==> config.mk <==
export PLATFORM = sky130hd
export DESIGN_NAME = aes128_ctr_stream
export DESIGN_NICKNAME = d
export VERILOG_FILES = /design/src/rtl/aes128_ctr_stream_pkg.sv /design/src/rtl/aes128_ctr_stream.sv
export SDC_FILE = /design/constraint.sdc
export NUM_CORES = 1
export LEC_CHECK = 0
export BUFFER_PORTS_ARGS = -buffer_cell sky130_fd_sc_hd__buf_4
export CAP_MARGIN = 20
export CORE_UTILIZATION = 25
export CTS_CLUSTER_SIZE = 24
export DETAILED_ROUTE_END_ITERATION = 8
export SYNTH_ARGS = -nofsm -noshare
export SYNTH_HDL_FRONTEND = slang
export SYNTH_SLANG_ARGS = --single-unit
==> constraint.sdc <==
create_clock -name clk -period 20.2 [get_ports clk]
set_clock_uncertainty 0.2 [all_clocks]
set_input_delay 4.04 -clock clk [delete_from_list [all_inputs] [get_ports clk]]
set_output_delay 4.04 -clock clk [all_outputs]
set_load 0.01 [all_outputs]
==> src/rtl/aes128_ctr_stream_pkg.sv <==
// Shared types and AES-128 round helpers for the CTR stream front end and its core.
package aes128_ctr_stream_pkg;

  localparam int AES_BLK_W  = 128;
  localparam int AES_WORDS  = 4;
  localparam int AES_ROUNDS = 10;

  typedef enum logic [1:0] {IDLE_S, KICK_S, FILL_S, EMIT_S} ctr_state_t;
  typedef enum logic {CORE_IDLE_S, CORE_BUSY_S} core_state_t;

  function automatic logic [7:0] xtime(input logic [7:0] a);
    return {a[6:0], 1'b0} ^ (a[7] ? 8'h1b : 8'h00);
  endfunction

  function automatic logic [7:0] gf_mul(input logic [7:0] a, input logic [7:0] b);
    logic [7:0] p;
    logic [7:0] aa;
    p  = 8'h00;
    aa = a;
    for (int i = 0; i < 8; i++) begin
      if (b[i]) p = p ^ aa;
      aa = xtime(aa);
    end
    return p;
  endfunction

  // S-box as x^254 (the field inverse, 0 maps to 0) followed by the affine map.
  function automatic logic [7:0] sbox(input logic [7:0] a);
    logic [7:0] x3, x7, x15, x31, x63, x127, inv;
    x3   = gf_mul(gf_mul(a, a), a);
    x7   = gf_mul(gf_mul(x3, x3), a);
    x15  = gf_mul(gf_mul(x7, x7), a);
    x31  = gf_mul(gf_mul(x15, x15), a);
    x63  = gf_mul(gf_mul(x31, x31), a);
    x127 = gf_mul(gf_mul(x63, x63), a);
    inv  = gf_mul(x127, x127);
    return inv ^ {inv[6:0], inv[7]} ^ {inv[5:0], inv[7:6]} ^
           {inv[4:0], inv[7:5]} ^ {inv[3:0], inv[7:4]} ^ 8'h63;
  endfunction

  function automatic logic [127:0] key_step(input logic [127:0] k, input logic [7:0] rcon);
    logic [31:0] w0, w1, w2, w3, t;
    {w0, w1, w2, w3} = k;
    t  = {sbox(w3[23:16]) ^ rcon, sbox(w3[15:8]), sbox(w3[7:0]), sbox(w3[31:24])};
    w0 = w0 ^ t;
    w1 = w1 ^ w0;
    w2 = w2 ^ w1;
    w3 = w3 ^ w2;
    return {w0, w1, w2, w3};
  endfunction

  // Byte i of the state is bits [127-8i -: 8]; bytes are column-major.
  function automatic logic [127:0] aes_round(input logic [127:0] s, input logic [127:0] rk,
                                             input logic last);
    logic [7:0]   b [16];
    logic [7:0]   t [16];
    logic [7:0]   a0, a1, a2, a3;
    logic [127:0] o;
    o = '0;
    for (int i = 0; i < 16; i++) b[i] = sbox(s[127-8*i -: 8]);
    for (int c = 0; c < 4; c++)
      for (int r = 0; r < 4; r++)
        t[r+4*c] = b[r + 4*((c+r)%4)];
    for (int c = 0; c < 4; c++) begin
      a0 = t[4*c];
      a1 = t[4*c+1];
      a2 = t[4*c+2];
      a3 = t[4*c+3];
      if (last)
        o[127-32*c -: 32] = {a0, a1, a2, a3};
      else
        o[127-32*c -: 32] = {xtime(a0) ^ xtime(a1) ^ a1 ^ a2 ^ a3,
                             a0 ^ xtime(a1) ^ xtime(a2) ^ a2 ^ a3,
                             a0 ^ a1 ^ xtime(a2) ^ xtime(a3) ^ a3,
                             xtime(a0) ^ a0 ^ a1 ^ a2 ^ xtime(a3)};
    end
    return o ^ rk;
  endfunction

endpackage

==> src/rtl/aes128_ctr_stream.sv <==
// AES-128 CTR front end: collects a block of stream words, XORs it with the keystream
// produced by an external iterative core for {nonce,ctr}, then streams the result out.
module aes128_ctr_stream
  import aes128_ctr_stream_pkg::*;
#(
  parameter int WORD_W  = 32,
  parameter int NONCE_W = 96
) (
  input  logic                       clk,
  input  logic                       rst,
  input  logic                       cfg_valid_i,
  output logic                       cfg_ready_o,
  input  logic [AES_BLK_W-1:0]       key_i,
  input  logic [NONCE_W-1:0]         nonce_i,
  input  logic [AES_BLK_W-NONCE_W-1:0] ctr_i,
  input  logic [WORD_W-1:0]          s_data_i,
  input  logic                       s_valid_i,
  input  logic                       s_last_i,
  output logic                       s_ready_o,
  output logic [WORD_W-1:0]          m_data_o,
  output logic                       m_valid_o,
  output logic                       m_last_o,
  input  logic                       m_ready_i,
  output logic                       aes_start_o,
  output logic [AES_BLK_W-1:0]       aes_key_o,
  output logic [AES_BLK_W-1:0]       aes_block_o,
  input  logic                       aes_ready_i,
  input  logic                       aes_done_i,
  input  logic [AES_BLK_W-1:0]       aes_cipher_i,
  output logic                       ctr_wrap_o
);

  localparam int CTR_W = AES_BLK_W - NONCE_W;

  ctr_state_t           state_reg;
  logic [AES_BLK_W-1:0] key_reg;
  logic [AES_BLK_W-1:0] ks_reg;
  logic [NONCE_W-1:0]   nonce_reg;
  logic [CTR_W-1:0]     ctr_reg;
  logic [WORD_W-1:0]    data_reg [AES_WORDS];
  logic [2:0]           cnt_reg;
  logic [1:0]           idx_reg;
  logic                 last_reg;
  logic                 ks_vld_reg;
  logic                 data_done_reg;
  logic                 wrap_reg;
  logic                 cfg_ready_reg;
  logic                 s_ready_reg;
  logic                 m_valid_reg;
  logic                 m_last_reg;
  logic                 start_reg;

  logic [WORD_W-1:0]    out_word [AES_WORDS];

  // Word gi of the block occupies the gi-th 32-bit slice counted from the MSB.
  generate
    for (genvar gi = 0; gi < AES_WORDS; gi++) begin : g_word
      assign out_word[gi] = data_reg[gi] ^ ks_reg[AES_BLK_W-1-WORD_W*gi -: WORD_W];
    end
  endgenerate

  always_ff @(posedge clk or posedge rst) begin
    if (rst) begin
      state_reg     <= IDLE_S;
      key_reg       <= '0;
      ks_reg        <= '0;
      nonce_reg     <= '0;
      ctr_reg       <= '0;
      for (int i = 0; i < AES_WORDS; i++) data_reg[i] <= '0;
      cnt_reg       <= '0;
      idx_reg       <= '0;
      last_reg      <= 1'b0;
      ks_vld_reg    <= 1'b0;
      data_done_reg <= 1'b0;
      wrap_reg      <= 1'b0;
      cfg_ready_reg <= 1'b1;
      s_ready_reg   <= 1'b0;
      m_valid_reg   <= 1'b0;
      m_last_reg    <= 1'b0;
      start_reg     <= 1'b0;
    end else begin
      case (state_reg)
        IDLE_S: begin
          if (cfg_valid_i) begin
            key_reg       <= key_i;
            nonce_reg     <= nonce_i;
            ctr_reg       <= ctr_i;
            wrap_reg      <= 1'b0;
            cfg_ready_reg <= 1'b0;
            state_reg     <= KICK_S;
          end
        end
        KICK_S: begin
          if (aes_ready_i) begin
            start_reg     <= 1'b1;
            ks_vld_reg    <= 1'b0;
            cnt_reg       <= '0;
            last_reg      <= 1'b0;
            data_done_reg <= 1'b0;
            s_ready_reg   <= 1'b1;
            state_reg     <= FILL_S;
          end
        end
        FILL_S: begin
          start_reg <= 1'b0;
          if (s_valid_i && s_ready_reg) begin
            data_reg[cnt_reg[1:0]] <= s_data_i;
            cnt_reg <= cnt_reg + 3'd1;
            if (cnt_reg == 3'd3 || s_last_i) begin
              s_ready_reg   <= 1'b0;
              data_done_reg <= 1'b1;
              last_reg      <= s_last_i;
            end
          end
          // While the start pulse is out, done still reflects the previous block.
          if (!start_reg && aes_done_i && !ks_vld_reg) begin
            ks_reg     <= aes_cipher_i;
            ks_vld_reg <= 1'b1;
          end
          if (data_done_reg && ks_vld_reg) begin
            idx_reg     <= '0;
            m_valid_reg <= 1'b1;
            m_last_reg  <= last_reg && (cnt_reg == 3'd1);
            state_reg   <= EMIT_S;
          end
        end
        default: begin
          if (m_valid_reg && m_ready_i) begin
            if ({1'b0, idx_reg} == cnt_reg - 3'd1) begin
              m_valid_reg <= 1'b0;
              m_last_reg  <= 1'b0;
              if (last_reg) begin
                cfg_ready_reg <= 1'b1;
                state_reg     <= IDLE_S;
              end else begin
                ctr_reg <= ctr_reg + CTR_W'(1);
                if (ctr_reg == '1) wrap_reg <= 1'b1;
                state_reg <= KICK_S;
              end
            end else begin
              idx_reg    <= idx_reg + 2'd1;
              m_last_reg <= last_reg && ({1'b0, idx_reg} + 3'd2 == cnt_reg);
            end
          end
        end
      endcase
    end
  end

  assign cfg_ready_o = cfg_ready_reg;
  assign s_ready_o   = s_ready_reg;
  assign m_valid_o   = m_valid_reg;
  assign m_last_o    = m_last_reg;
  assign m_data_o    = m_valid_reg ? out_word[idx_reg] : '0;
  assign aes_start_o = start_reg;
  assign aes_key_o   = key_reg;
  assign aes_block_o = {nonce_reg, ctr_reg};
  assign ctr_wrap_o  = wrap_reg;

endmodule

Word-level counts from Yosys, hierarchy flattened
Cells that the tools add are included.
Word-level totals
  input port bits: 424
  logic and storage cells: 146
  output and inout bits: 294
  register bits after elaboration: 528
Operators by class
  $add $sub $neg: 5
  bitwise logic cells: 8
  equal/unequal tests: 15
  reductions and logical operators: 37
  multiplexer cells: 58
  $lt $le $gt $ge: 3
Operator list (count)
  32-bit 2-to-1 mux: 8
  128-bit bitwise mux: 1
  32-bit bitwise XOR: 4
  32-bit binary-select mux with 2-bit select: 1
  32-bit demux with 2-bit select: 1
  32-bit one-hot mux with 2 select lines: 1
  32-bit by 1-bit adder with 32-bit output (second input constant): 1
  32-bit == test (second input constant): 1
  1-bit 2-to-1 mux: 24
  1-bit one-hot mux with 2 select lines: 9
  2-bit 2-to-1 mux: 8
  5-bit AND reduction: 3
  2-bit nonzero test: 7
  2-bit inequality test (second input constant): 6
  4-bit AND reduction: 3
  3-bit AND reduction: 3
  1-bit logical AND: 8
  2-bit AND reduction: 4
  4-bit nonzero test: 2
  3-bit greater-or-equal comparator (second input constant): 2
  3-bit 2-to-1 mux: 2
  2-bit inverter with 3-bit output: 2
  2-bit one-hot mux with 3 select lines: 1
  3-bit one-hot mux with 2 select lines: 1
  19 further kinds: 23

Logic depth before layout (Yosys ltp)
  depth after elaboration: 6
  gate-level depth with buffers: 8
  mapped depth without buffers: 7

Worst setup path after synthesis
Ideal clock, no wire load.
  kind: register to output
  start point: reg idx_reg[0]
  end point: out m_data_o[10]
  required time: 15960 ps
  path buffers: 2
  arrival time: 1497 ps
  stages on the path, launching flop included: 5
  setup slack: 14463 ps
  path through: dfrtp_1 buf_4 buf_2 mux4_2 and2_1
On the way
  word-level cells in the longest chain between the ends: 5
RTL lines
  start: declaration: RTL line aes128_ctr_stream.sv:42  | logic [1:0] idx_reg;
  start signal: assignment: RTL line aes128_ctr_stream.sv:141  | idx_reg <= idx_reg + 2'd1;
  2-bit inverter with 3-bit output (not written as such): RTL line aes128_ctr_stream.sv:154  | assign m_data_o = m_valid_reg ? out_word[idx_reg] : '0;
  32-bit binary-select mux with 2-bit select: RTL line aes128_ctr_stream.sv:154
  32-bit 2-to-1 mux (not written as such) (2 in series): RTL line aes128_ctr_stream.sv:154
  32-bit 2-to-1 mux: RTL line aes128_ctr_stream.sv:154
  end: declaration: RTL line aes128_ctr_stream.sv:20  | output logic [WORD_W-1:0] m_data_o,
Every way passes these cells. The select of a mux whose other input is x is not followed.

Final worst setup path
  start point: reg idx_reg[0]
  end point: out m_data_o[5]
Same word-level chain as after synthesis.

==> impl_metrics.tcl <==
set metrics [dict create \
    clkPwrFrac_pct 23.9 \
    cts_hold_buf 0 \
    first_pass_iters 5 \
    drive_gt1_share_pct 58.1 \
    synth_edf_count 0 \
    drt-total-wl_um 76100 \
    synth_fp_nets 2028 \
    cp_num_cells 3 \
    synth-async-reset-ratio_pct 100 \
    critical_path.max_fanout 37 \
    min_path_type "reg2reg" \
    core_area_sq_mm 0.0903 \
    maxSlewHeadroom_pct 29.9 \
    post-cts-setup-buffers 0 \
    syn-instance-count 1593 \
    cts_tree "built" \
    slowest_delay_ps 970 \
    synth.area.top_cells "dfrtp_1 58%, mux2_2 24%, xor2_1 5.0%, mux4_2 3.2%, and2_1 0.96%" \
    area_growth_pct 39.1 \
    seq_area_frac_synth_pct 57.8 \
    layout_min_cycle_time_ps 6840 \
    startpoint_type "flip-flop" \
    vias 15900 \
    irDropWorstVdd_uv 87.5 \
    worstSetupEndpoint "m_data_o[5]" \
    finalSetupViolations 0 \
    switchingPower_mw 1.61 \
    grt_usage_pct 16.2 \
    r2r_cells 7 \
    drc 0 \
    critPathBufInv 1 \
    placed_area_sq_mm 0.0296 \
    clockBufferDepth 3 \
    seqPwrFrac_pct 38.7 \
    setup.worst_path.start "idx_reg[0]" \
    leakage_nw 14.9 \
    end_kind "primary output" \
    clock-sinks 528 \
    dieArea_sq_mm 0.0926 \
    p_int_mw 3.32 \
    via_per_inst 4.50 \
    num_rows 110 \
    worstMarginPinSlew_ps 1050 \
    clk_latency_ps 610 \
    cts-root-buf "clkbuf_16" \
    dp.cells 3420 \
    final_util_pct 35.2 \
    tns_ps 0 \
    crit_chain "mux4_2, and2_1, buf_4" \
    routedWlPerCell_um 21.5 \
    start_util_pct 25.3 \
    h-tree-depth 3 \
    grt_pass1_vias 17500 \
    fin_ws_ps 13360 \
    overflow 0 \
    path_delay_family "flip-flops" \
    ant_nets 0 \
    r2r-end "aes_key_o[52]" \
    clkTransAtPathRegs_ps 60 \
    synth_ff_type "dfrtp_1" \
    worstPathArrival_ps 2600 \
    switching_share_pct 32.6 \
    maxCapViolCount 0 \
    antenna_found_initial 15 \
    p_per_area_mw_per_mm2 155 \
    yosys.area.top_type "dfrtp_1" \
    stdcell_count 3547 \
    finalMaxSlewViolations 0 \
    finalCritPeriodShare_pct 33.9 \
    dieWidth_um 304 \
    synth_top_area_share_pct 57.7 \
    drt-initial-drc-count 874 \
    fmax_mhz 146 \
    grt_max_degree 141 \
    hold_violations 0 \
    whs_path_depth 2 \
    grt_pass1_wl_um 113000 \
    share_comb_of_total_power_pct 37.4 \
    dp_slack_ps 12470 \
    synth_area_sq_mm 0.0228 \
    worst-setup-path-type "reg2out" \
    status "completed" \
    final_area_sq_mm 0.0318 \
    yosysUniqueCellTypes 57 \
    required_ps 15960 \
    regToRegStartpoint "state_reg[0]" \
    rsz0062_at_grt "false" \
    cpMaxStageDelayCell "dfrtp_4" \
    ys_warn_count 0 \
    gp_congestion 0.851 \
    r2r_slack_ps 16210 \
    io_buffers 717 \
    die_y_um 304 \
    nets 2748 \
    cts_resized 0 \
    dpl.hpwl_um 55800 \
    synth_top_cells_by_count "527 x dfrtp_1, 482 x mux2_2, 130 x xor2_1" \
    synth.most_common_cell "dfrtp_1" \
    cts_inserted_buffers 66 \
    synth-seq-cells 528 \
    nFillCells 8794 \
    syn_avg_cell_area_sq_um 14.3 \
    io_pins 718 \
]
## how the worst min path moves through the flow
stage,start,endpoint,slack (ps)
after floorplan,data_done_reg,data_done_reg,280
after global placement,m_last_o,m_last_o,290
after detailed placement,m_last_o,m_last_o,290
after CTS,m_last_o,m_last_o,300
after global routing,nonce_reg[37],nonce_reg[37],310
final,m_last_o,m_last_o,280
## routing by layer
layer	share of wire, %	GRT usage [%]
met1	37	17.6
met2	52	28.7
met3	7.4	5.27
met4	3.7	7.05
met5	0.0092	0
## stage by stage
step	hold WS, ps	power [mW]
floorplan	283	2.92
global placement	290	3.73
detailed placement	285	3.79
CTS	299	5.01
global route	314	5.23
finish	283	4.93
## cells in the final DEF (no fill, tap or decap), types with 10 or more instances in the layout
cell,instances
clkbuf_16,68
a21oi_1,39
ha_1,10
clkbuf_8,11
dfrtp_1,524
and2_1,35
nand3_1,14
xor2_1,130
nand2_1,26
a31oi_1,10
nor3_1,10
mux4_2,32
diode_2,12
o21ai_1,12
buf_4,734
nor2_1,28
clkbuf_1,19
mux2_2,482
inv_1,14
o21ai_0,40
## worst register-to-register path: stages, from the launching register on
cell and delay [ps]:
dfrtp_1 390, inv_1 80, ha_2 180, buf_4 330
nand2_4 690, buf_4 670, buf_4 820, mux2_2 500
## cell families after synthesis
family,after synthesis,synth area share [%]
muxes,518,27.1
AOI/OAI and AO/OA,147,3.96
buffers and inverters,101,1.80
and+or+nand+nor,157,3.70
DFF,528,57.8
xor gates and xnor gates,131,5.02
adders and majority gates,11,0.602
## power by group through the flow
| stage | clock network, mW | logic (mW) | registers [mW] |
|---|---|---|---|
| after floorplan | 0 | 0.986 | 1.93 |
| after detailed placement | 0 | 1.86 | 1.92 |
| after CTS | 1.22 | 1.87 | 1.91 |
| after global routing | 1.26 | 1.99 | 1.98 |
| final | 1.18 | 1.84 | 1.91 |
| after global placement | 0 | 1.82 | 1.91 |
## area by class of cell
type,instances,area [sq um],area share (%)
antenna,12,30.0,0.0945
clock buffer,98,1920,6.05
clock inverter,16,233,0.732
inverter,16,67.6,0.213
multi-input combinational,964,9260,29.1
sequential,528,13200,41.6
tap,1176,1470,4.63
timing repair buffer,737,5580,17.5
No activity file was read; power rests on OpenSTA's default activity.
